<file path="config.mk">
export PLATFORM = sky130hd
export DESIGN_NAME = id_stage_pipe
export DESIGN_NICKNAME = d
export VERILOG_FILES = /design/src/rtl/id_pkg.sv /design/src/rtl/EXT.sv /design/src/rtl/ctrl.sv /design/src/rtl/rf_bypass.sv /design/src/rtl/id_stage_pipe.sv
export SDC_FILE = /design/constraint.sdc
export NUM_CORES = 2
export LEC_CHECK = 0
export BUFFER_PORTS_ARGS = -buffer_cell sky130_fd_sc_hd__buf_2
export CAP_MARGIN = 20
export CORE_ASPECT_RATIO = 0.8
export CORE_MARGIN = 5
export CORE_UTILIZATION = 53
export CTS_BUF_LIST = sky130_fd_sc_hd__clkbuf_4 sky130_fd_sc_hd__clkbuf_8
export DETAILED_ROUTE_END_ITERATION = 10
export MAX_ROUTING_LAYER = met4
export PLACE_DENSITY = 0.7
export SKIP_LAST_GASP = 1
export SLEW_MARGIN = 10
export SYNTH_ARGS = -nofsm -noshare
export SYNTH_HDL_FRONTEND = slang
export SYNTH_SLANG_ARGS = --single-unit
export TNS_END_PERCENT = 20
</file>
<file path="constraint.sdc">
create_clock -name clk -period 2 [get_ports clk]
set_clock_uncertainty 0.15 [all_clocks]
set_input_delay 0.3 -clock clk [delete_from_list [all_inputs] [get_ports clk]]
set_output_delay 0.3 -clock clk [all_outputs]
set_load 0.005 [all_outputs]
</file>
<file path="src/rtl/id_pkg.sv">
// Shared definitions for the decode stage: register-index sizing, bubble
// control codes and the grouped control word carried by the ID/EX register.
package id_pkg;

  function automatic int ridx_of(input int nreg);
    return (nreg > 1) ? $clog2(nreg) : 1;
  endfunction

  localparam logic [4:0] ALUOP_NOP = 5'd0;
  localparam logic [2:0] NPCOP_PC4 = 3'd0;
  localparam logic [1:0] WDSEL_ALU = 2'd0;

  typedef struct packed {
    logic       RegWrite;
    logic [4:0] ALUOp;
    logic [2:0] NPCOp;
    logic       ALUSrc;
    logic       mem_w;
    logic [3:0] wea;
    logic [1:0] WDSel;
  } id_ctrl_t;

  // A bubble must never write a register, touch memory or redirect the PC.
  localparam id_ctrl_t CTRL_BUBBLE = '{
    RegWrite: 1'b0,
    ALUOp:    ALUOP_NOP,
    NPCOp:    NPCOP_PC4,
    ALUSrc:   1'b0,
    mem_w:    1'b0,
    wea:      4'b0000,
    WDSel:    WDSEL_ALU
  };

endpackage

</file>
<file path="src/rtl/EXT.sv">
// Immediate generator: builds the 32-bit immediate for the format selected
// by the one-hot EXTOp; unknown formats yield zero.
module EXT (
  input  logic [4:0]  iimm_shamt,
  input  logic [11:0] iimm,
  input  logic [11:0] simm,
  input  logic [11:0] bimm,
  input  logic [19:0] uimm,
  input  logic [19:0] jimm,
  input  logic [5:0]  EXTOp,
  output logic [31:0] immout
);

  always_comb begin
    immout = 32'd0;
    case (EXTOp)
      6'b100000: immout = {27'd0, iimm_shamt};
      6'b010000: immout = {{20{iimm[11]}}, iimm};
      6'b001000: immout = {{20{simm[11]}}, simm};
      6'b000100: immout = {{19{bimm[11]}}, bimm, 1'b0};
      6'b000010: immout = {uimm, 12'd0};
      6'b000001: immout = {{11{jimm[19]}}, jimm, 1'b0};
      default:   immout = 32'd0;
    endcase
  end

endmodule

</file>
<file path="src/rtl/ctrl.sv">
// RV32I main control decoder: opcode/funct fields to datapath control and
// the one-hot immediate format select used by EXT.
module ctrl (
  input  logic [6:0] Op,
  input  logic [6:0] Funct7,
  input  logic [2:0] Funct3,
  output logic       RegWrite,
  output logic [4:0] ALUOp,
  output logic [2:0] NPCOp,
  output logic       ALUSrc,
  output logic       mem_w,
  output logic [3:0] wea,
  output logic [1:0] WDSel,
  output logic [5:0] EXTOp
);

  localparam logic [4:0] A_NOP = 5'd0,  A_LUI = 5'd1,  A_AUIPC = 5'd2, A_ADD = 5'd3;
  localparam logic [4:0] A_SUB = 5'd4,  A_BNE = 5'd5,  A_BLT = 5'd6,   A_BGE = 5'd7;
  localparam logic [4:0] A_BLTU = 5'd8, A_BGEU = 5'd9, A_SLT = 5'd10,  A_SLTU = 5'd11;
  localparam logic [4:0] A_XOR = 5'd12, A_OR = 5'd13,  A_AND = 5'd14,  A_SLL = 5'd15;
  localparam logic [4:0] A_SRL = 5'd16, A_SRA = 5'd17, A_BEQ = 5'd18;

  localparam logic [5:0] E_SHAMT = 6'b100000, E_I = 6'b010000, E_S = 6'b001000;
  localparam logic [5:0] E_B = 6'b000100, E_U = 6'b000010, E_J = 6'b000001;

  logic alt;
  assign alt = (Funct7 == 7'b0100000);

  always_comb begin
    RegWrite = 1'b0;
    ALUOp    = A_NOP;
    NPCOp    = 3'd0;
    ALUSrc   = 1'b0;
    mem_w    = 1'b0;
    wea      = 4'b0000;
    WDSel    = 2'd0;
    EXTOp    = 6'b000000;
    case (Op)
      7'b0110011: begin
        RegWrite = 1'b1;
        case (Funct3)
          3'b000:  ALUOp = alt ? A_SUB : A_ADD;
          3'b001:  ALUOp = A_SLL;
          3'b010:  ALUOp = A_SLT;
          3'b011:  ALUOp = A_SLTU;
          3'b100:  ALUOp = A_XOR;
          3'b101:  ALUOp = alt ? A_SRA : A_SRL;
          3'b110:  ALUOp = A_OR;
          default: ALUOp = A_AND;
        endcase
      end
      7'b0010011: begin
        RegWrite = 1'b1;
        ALUSrc   = 1'b1;
        EXTOp    = E_I;
        case (Funct3)
          3'b000:  ALUOp = A_ADD;
          3'b010:  ALUOp = A_SLT;
          3'b011:  ALUOp = A_SLTU;
          3'b100:  ALUOp = A_XOR;
          3'b110:  ALUOp = A_OR;
          3'b111:  ALUOp = A_AND;
          3'b001: begin
            ALUOp = A_SLL;
            EXTOp = E_SHAMT;
          end
          default: begin
            ALUOp = alt ? A_SRA : A_SRL;
            EXTOp = E_SHAMT;
          end
        endcase
      end
      7'b0000011: begin
        RegWrite = 1'b1;
        ALUSrc   = 1'b1;
        WDSel    = 2'd1;
        ALUOp    = A_ADD;
        EXTOp    = E_I;
      end
      7'b0100011: begin
        mem_w  = 1'b1;
        ALUSrc = 1'b1;
        ALUOp  = A_ADD;
        EXTOp  = E_S;
        case (Funct3)
          3'b000:  wea = 4'b0001;
          3'b001:  wea = 4'b0011;
          3'b010:  wea = 4'b1111;
          default: wea = 4'b0000;
        endcase
      end
      7'b1100011: begin
        NPCOp = 3'd1;
        EXTOp = E_B;
        case (Funct3)
          3'b000:  ALUOp = A_BEQ;
          3'b001:  ALUOp = A_BNE;
          3'b100:  ALUOp = A_BLT;
          3'b101:  ALUOp = A_BGE;
          3'b110:  ALUOp = A_BLTU;
          3'b111:  ALUOp = A_BGEU;
          default: ALUOp = A_NOP;
        endcase
      end
      7'b1101111: begin
        RegWrite = 1'b1;
        NPCOp    = 3'd2;
        WDSel    = 2'd2;
        ALUOp    = A_ADD;
        EXTOp    = E_J;
      end
      7'b1100111: begin
        RegWrite = 1'b1;
        ALUSrc   = 1'b1;
        NPCOp    = 3'd3;
        WDSel    = 2'd2;
        ALUOp    = A_ADD;
        EXTOp    = E_I;
      end
      7'b0110111: begin
        RegWrite = 1'b1;
        ALUSrc   = 1'b1;
        ALUOp    = A_LUI;
        EXTOp    = E_U;
      end
      7'b0010111: begin
        RegWrite = 1'b1;
        ALUSrc   = 1'b1;
        ALUOp    = A_AUIPC;
        EXTOp    = E_U;
      end
      default: ;
    endcase
  end

endmodule

</file>
<file path="src/rtl/rf_bypass.sv">
// Register file with two read ports, one write port, hard-wired zero
// register and write-first bypass so a WB write is visible in the same cycle.
module rf_bypass
  import id_pkg::*;
#(
  parameter int XLEN = 32,
  parameter int NREG = 32,
  parameter int RIDX = ridx_of(NREG)
) (
  input  logic            clk,
  input  logic            rst_n,
  input  logic            we,
  input  logic [RIDX-1:0] waddr,
  input  logic [XLEN-1:0] wdata,
  input  logic [RIDX-1:0] raddr1,
  input  logic [RIDX-1:0] raddr2,
  output logic [XLEN-1:0] rdata1,
  output logic [XLEN-1:0] rdata2
);

  logic [XLEN-1:0] regs_q [NREG];
  logic [XLEN-1:0] regs_d [NREG];
  logic            wr_en;

  assign wr_en = we && (waddr != '0);

  always_comb begin
    regs_d = regs_q;
    if (wr_en) regs_d[waddr] = wdata;
  end

  always_ff @(posedge clk or negedge rst_n) begin
    if (!rst_n) begin
      for (int i = 0; i < NREG; i++) regs_q[i] <= '0;
    end else begin
      regs_q <= regs_d;
    end
  end

  // Register 0 is checked before the bypass so a stray write to x0 never leaks.
  always_comb begin
    rdata1 = '0;
    rdata2 = '0;
    if (raddr1 != '0) rdata1 = (wr_en && waddr == raddr1) ? wdata : regs_q[raddr1];
    if (raddr2 != '0) rdata2 = (wr_en && waddr == raddr2) ? wdata : regs_q[raddr2];
  end

endmodule

</file>
<file path="src/rtl/id_stage_pipe.sv">
// Decode stage with its own ID/EX register: decodes, reads operands with WB
// bypass, stalls IF on a load-use hazard and bubbles on stall or flush.
module id_stage_pipe
  import id_pkg::*;
#(
  parameter int XLEN = 32,
  parameter int NREG = 32,
  parameter int RIDX = ridx_of(NREG)
) (
  input  logic            clk,
  input  logic            rst,
  input  logic [31:0]     instr_in,
  input  logic [XLEN-1:0] pc_in,
  input  logic            if_valid,
  input  logic            flush,
  input  logic            ex_MemRead,
  input  logic [RIDX-1:0] ex_rd,
  input  logic            RegWrite_in,
  input  logic [RIDX-1:0] wregnum,
  input  logic [XLEN-1:0] WD,
  output logic            stall_out,
  output logic            id_valid_out,
  output logic            RegWrite_out,
  output logic [4:0]      ALUOp_out,
  output logic [2:0]      NPCOp_out,
  output logic            ALUSrc_out,
  output logic            mem_w_out,
  output logic [3:0]      wea_out,
  output logic [1:0]      WDSel_out,
  output logic [XLEN-1:0] rs1_out,
  output logic [XLEN-1:0] rs2_out,
  output logic [RIDX-1:0] rs1num_out,
  output logic [RIDX-1:0] rs2num_out,
  output logic [RIDX-1:0] wregnum_out,
  output logic [XLEN-1:0] ImmGen_out,
  output logic [XLEN-1:0] pc_out
);

  logic [RIDX-1:0] rs1_idx, rs2_idx, rd_idx;
  logic [XLEN-1:0] rs1_val, rs2_val, imm_x;
  logic [31:0]     ext_imm;
  logic [5:0]      ext_op;
  logic            c_regwrite, c_alusrc, c_mem_w;
  logic [4:0]      c_aluop;
  logic [2:0]      c_npcop;
  logic [3:0]      c_wea;
  logic [1:0]      c_wdsel;
  id_ctrl_t        dec_ctrl;
  logic            hz, load_en;

  id_ctrl_t        ctrl_d, ctrl_q;
  logic            valid_d, valid_q;
  logic [XLEN-1:0] rs1_d, rs1_q, rs2_d, rs2_q, imm_d, imm_q, pc_d, pc_q;
  logic [RIDX-1:0] rs1num_d, rs1num_q, rs2num_d, rs2num_q, rd_d, rd_q;

  assign rs1_idx = RIDX'(instr_in[19:15]);
  assign rs2_idx = RIDX'(instr_in[24:20]);
  assign rd_idx  = RIDX'(instr_in[11:7]);

  ctrl u_ctrl (
    .Op       (instr_in[6:0]),
    .Funct7   (instr_in[31:25]),
    .Funct3   (instr_in[14:12]),
    .RegWrite (c_regwrite),
    .ALUOp    (c_aluop),
    .NPCOp    (c_npcop),
    .ALUSrc   (c_alusrc),
    .mem_w    (c_mem_w),
    .wea      (c_wea),
    .WDSel    (c_wdsel),
    .EXTOp    (ext_op)
  );

  EXT u_ext (
    .iimm_shamt (instr_in[24:20]),
    .iimm       (instr_in[31:20]),
    .simm       ({instr_in[31:25], instr_in[11:7]}),
    .bimm       ({instr_in[31], instr_in[7], instr_in[30:25], instr_in[11:8]}),
    .uimm       (instr_in[31:12]),
    .jimm       ({instr_in[31], instr_in[19:12], instr_in[20], instr_in[30:21]}),
    .EXTOp      (ext_op),
    .immout     (ext_imm)
  );

  assign dec_ctrl = {c_regwrite, c_aluop, c_npcop, c_alusrc, c_mem_w, c_wea, c_wdsel};

  // EXT always produces 32 bits; narrower datapaths keep the LSBs, wider ones sign-extend.
  generate
    if (XLEN <= 32) begin : g_imm_trunc
      assign imm_x = ext_imm[XLEN-1:0];
    end else begin : g_imm_sext
      assign imm_x = {{(XLEN-32){ext_imm[31]}}, ext_imm};
    end
  endgenerate

  rf_bypass #(
    .XLEN (XLEN),
    .NREG (NREG),
    .RIDX (RIDX)
  ) u_rf (
    .clk    (clk),
    .rst_n  (rst),
    .we     (RegWrite_in),
    .waddr  (wregnum),
    .wdata  (WD),
    .raddr1 (rs1_idx),
    .raddr2 (rs2_idx),
    .rdata1 (rs1_val),
    .rdata2 (rs2_val)
  );

  // One bubble per load suffices: next cycle the load result is forwardable.
  assign hz        = if_valid & ex_MemRead & (ex_rd != '0) &
                     ((ex_rd == rs1_idx) | (ex_rd == rs2_idx));
  assign stall_out = hz & ~flush;
  assign load_en   = if_valid & ~flush & ~hz;

  always_comb begin
    valid_d  = 1'b0;
    ctrl_d   = CTRL_BUBBLE;
    rs1_d    = '0;
    rs2_d    = '0;
    rs1num_d = '0;
    rs2num_d = '0;
    rd_d     = '0;
    imm_d    = '0;
    pc_d     = '0;
    if (load_en) begin
      valid_d  = 1'b1;
      ctrl_d   = dec_ctrl;
      rs1_d    = rs1_val;
      rs2_d    = rs2_val;
      rs1num_d = rs1_idx;
      rs2num_d = rs2_idx;
      rd_d     = rd_idx;
      imm_d    = imm_x;
      pc_d     = pc_in;
    end
  end

  always_ff @(posedge clk or negedge rst) begin
    if (!rst) begin
      valid_q  <= 1'b0;
      ctrl_q   <= CTRL_BUBBLE;
      rs1_q    <= '0;
      rs2_q    <= '0;
      rs1num_q <= '0;
      rs2num_q <= '0;
      rd_q     <= '0;
      imm_q    <= '0;
      pc_q     <= '0;
    end else begin
      valid_q  <= valid_d;
      ctrl_q   <= ctrl_d;
      rs1_q    <= rs1_d;
      rs2_q    <= rs2_d;
      rs1num_q <= rs1num_d;
      rs2num_q <= rs2num_d;
      rd_q     <= rd_d;
      imm_q    <= imm_d;
      pc_q     <= pc_d;
    end
  end

  assign id_valid_out = valid_q;
  assign RegWrite_out = ctrl_q.RegWrite;
  assign ALUOp_out    = ctrl_q.ALUOp;
  assign NPCOp_out    = ctrl_q.NPCOp;
  assign ALUSrc_out   = ctrl_q.ALUSrc;
  assign mem_w_out    = ctrl_q.mem_w;
  assign wea_out      = ctrl_q.wea;
  assign WDSel_out    = ctrl_q.WDSel;
  assign rs1_out      = rs1_q;
  assign rs2_out      = rs2_q;
  assign rs1num_out   = rs1num_q;
  assign rs2num_out   = rs2num_q;
  assign wregnum_out  = rd_q;
  assign ImmGen_out   = imm_q;
  assign pc_out       = pc_q;

endmodule

</file>
==> results.toml <==
[run_status]
status = "finished with violations"
violations = "setup timing"

[clock_tree]
htree_levels = 4
cts_root_buf = "clkbuf_8"
cts_buffers = 187
clock_path_buffers = 3
clkLatencyLatePin_ns = 0.91
path_clk_slew_ns = 0.06
cts.sinks = 1183
cts_tree = "built"

[route]
drt_iter0_markers = 4909
wl_per_cell_um = 29.9
ant_nets = 0
routed_wl_um = 201000
firstDrtPassIters = 5
remaining_drc_errors = 0
vias_per_cell = 6.56
vias = 44102

[logic_synthesis]
post_synth.cell_area_avg_sq_um = 14.0
synth-simple-area-share_pct = 4.80
yosys_warnings = 0
async_flop_share_pct = 100
synth.cell_area_sq_um = 60600
yosysSeqAreaShare_pct = 48.8
synth_compound_area_share_pct = 5.13
synth.area.mux_share_pct = 37.4
synth_top_cell_by_area = "dfrtp_1"
synthXorXnorAreaFrac_pct = 0.289
synth.ff_latch_count = 1183
synth_edf_count = 0
synthAdderAreaFrac_pct = 0
synthTopCellsByArea = "dfrtp_1, mux2_2, mux4_2"
synthFlopType = "dfrtp_1"
synth_fp_nets = 4439
synth_cell_types = 63
syn_inst = 4327
synth_top_area_share_pct = 48.8
synth_top_family_by_area = "multiplexers"

[placed_design]
detailed_place.area_sq_um = 68400
dp_hpwl_um = 134000
place_congestion = 0.918
port-buffer-count = 272

[critical_path]
r2r_cells = 5
r2r-start = "u_rf.regs_q[259]$_DFFE_PN0P_"
critPathKind = "register to register"
crit_fanout = 3
cp_data_required_time_ns = 2.63
critPathCaptureType = "register"
start_kind = "register"
rrSetupSlack_ns = -0.08
crit-reg2reg-capture = "rs1_out[3]$_DFF_PN0_"
cp_data_arrival_time_ns = 2.72

[floorplan]
die_area_sq_um = 121000
die_h_um = 312
ios = 274
initial_core_util_pct = 53.2
die_w_um = 388
rows = 111
core_sq_um = 114000

[final_layout]
syn_to_final_growth_pct = 22.8
design_area_sq_um = 74500
final_cell_mix = "dfrtp_1, mux2_2, buf_4, mux4_2, buf_2"
mostFrequentLayoutCell = "dfrtp_1"
drive_gt1_share_pct = 55.1
layout.nets = 5164

[power]
p_total_mw = 66.7
p_leak_nw = 33.4
powerDensity_nw_per_um2 = 896
ir_drop_mv = 0.718

[worst_hold_path]
hold_path_end = "ImmGen_out[31]$_DFF_PN0_"
hp-start = "instr_in[13]"
hold_path_depth = 6
hold_path.class = "primary input to register"

[timing]
setup_violations = 65
fin_crit_sh_pct = 104
finalSetupTns_ns = -1.32
max_slew_margin_pct = 41.0
hold_violations = 0
fin_ws_ns = -0.0840
fin_crit_ns = 2.08
whs_ns = 0.0192
timing.fmax_mhz = 480
drv_slew = 0
grt_setup_unrepaired = "true"
tightest_slew_ns = 0.874

[global_route]
overflow = 0
grt_pass1_wl_um = 299000
grt_pass1_vias = 44951
grt_max_degree = 65
track_usage_pct = 33.8
antenna_found_initial = 5

[job]
cap_violations = 0
## sequential cells by signal, summed over array words and instances, names as in the netlist, 2 cells and up
signal       flops
ALUOp_out        5
ImmGen_out      32
rs1num_out       5
u_rf.regs_q   1024
rs2_out         32
pc_out          32
wregnum_out      5
wea_out          3
WDSel_out        2
rs2num_out       5
rs1_out         32
NPCOp_out        2
## area by class of cell
cell class | instances | area (sq um)
clock inverters | 27 | 274
fillers | 8229 | 39600
flip-flops and latches | 1183 | 29600
multi-input cells | 2652 | 29400
diodes | 5 | 12.5
inverters | 13 | 48.8
well taps | 1525 | 1910
clock buffers | 304 | 3720
repair buffers | 1015 | 9470
## repair_timing
action | CTS | global route
endpoints found under the hold margin | 2328 | 5
hold buffers | 168 | 1
resized for setup | 23 | 53
gates cloned | 0 | 2
setup endpoints to repair | 20 | 143
pin swaps | 10 | 19
buffers inserted | 1 | 5
## power breakdown
part | internal, mW | leakage (nW) | switching [mW]
Clock | 12.1 | 2.12 | 10.0
Sequential | 28.0 | 15.3 | 2.97
Combinational | 8.24 | 15.9 | 5.40
## per-layer routing
layer	up-vias	part of all wire, %	track usage (%)	wire, um
met3	442	10	8.66	20600
met2	2384	45	48.5	89600
met5	-	0	-	0
li1	17916	-	-	-
met1	23360	42	47.9	84000
met4	0	3.3	10.4	6620
## cell families (layout without fill, tap and decap cells)
kind of cell	after synthesis	after routing
muxes	1635	1635
DFF	1183	1183
and+or+nand+nor	551	551
buffers and inverters	492	1359
AOI/OAI and AO/OA	445	445
xor gates and xnor gates	20	20
other	1	6
## synth_stat cells, types with 3 or more instances
master	n
buf_2	149
mux2_2	1177
dfrtp_1	1183
and3_1	7
and4_1	3
o22ai_1	63
and2_1	50
nor3b_1	6
nor2b_1	68
a21oi_1	26
inv_1	13
nor4_1	69
or4_4	3
nand4b_1	4
o311ai_0	49
mux2i_1	68
o21ai_0	71
and3b_1	5
clkbuf_1	256
nor2_1	156
buf_4	17
nand2_1	50
buf_1	55
nand3b_1	6
o311ai_1	15
a31oi_1	5
or2_2	4
xor2_1	14
a211oi_1	66
nand2b_1	10
nand3_1	12
xnor2_1	6
nor3_1	86
a22oi_1	131
mux4_2	388
o221ai_1	4
## per-stage QoR
stage | cells | utilization, % | setup slack, ns
after floorplan | 4327 | - | -0.170
after global placement | 6222 | 60.0 | -0.743
after global routing | 6723 | 65.3 | -0.110
after detailed placement | 6222 | 60.0 | -0.753
after CTS | 6715 | 65.1 | -0.0699
final | 6724 | 65.3 | -0.0840
## worst max-delay path, stage by stage, from the launching register on
cell      delay, ns
dfrtp_1        0.40
mux4_2         0.48
a22oi_1        0.28
o311ai_0       0.36
nor3_1         0.23
nor4_1         0.08
## worst max-delay path by stage
| stage | start | endpoint | depth (start not counted) |
|---|---|---|---|
| after floorplan | instr_in[28] | ALUOp_out[2]$_DFF_PN0_ | 4 |
| after global placement | instr_in[16] | wea_out[0]$_DFF_PN0_ | 11 |
| after detailed placement | instr_in[16] | wea_out[0]$_DFF_PN0_ | 11 |
| after CTS | u_rf.regs_q[535]$_DFFE_PN0P_ | rs1_out[23]$_DFF_PN0_ | 6 |
| after global routing | ex_rd[2] | stall_out | 6 |
| final | u_rf.regs_q[259]$_DFFE_PN0P_ | rs1_out[3]$_DFF_PN0_ | 5 |
(Power assumes the default switching activity.)
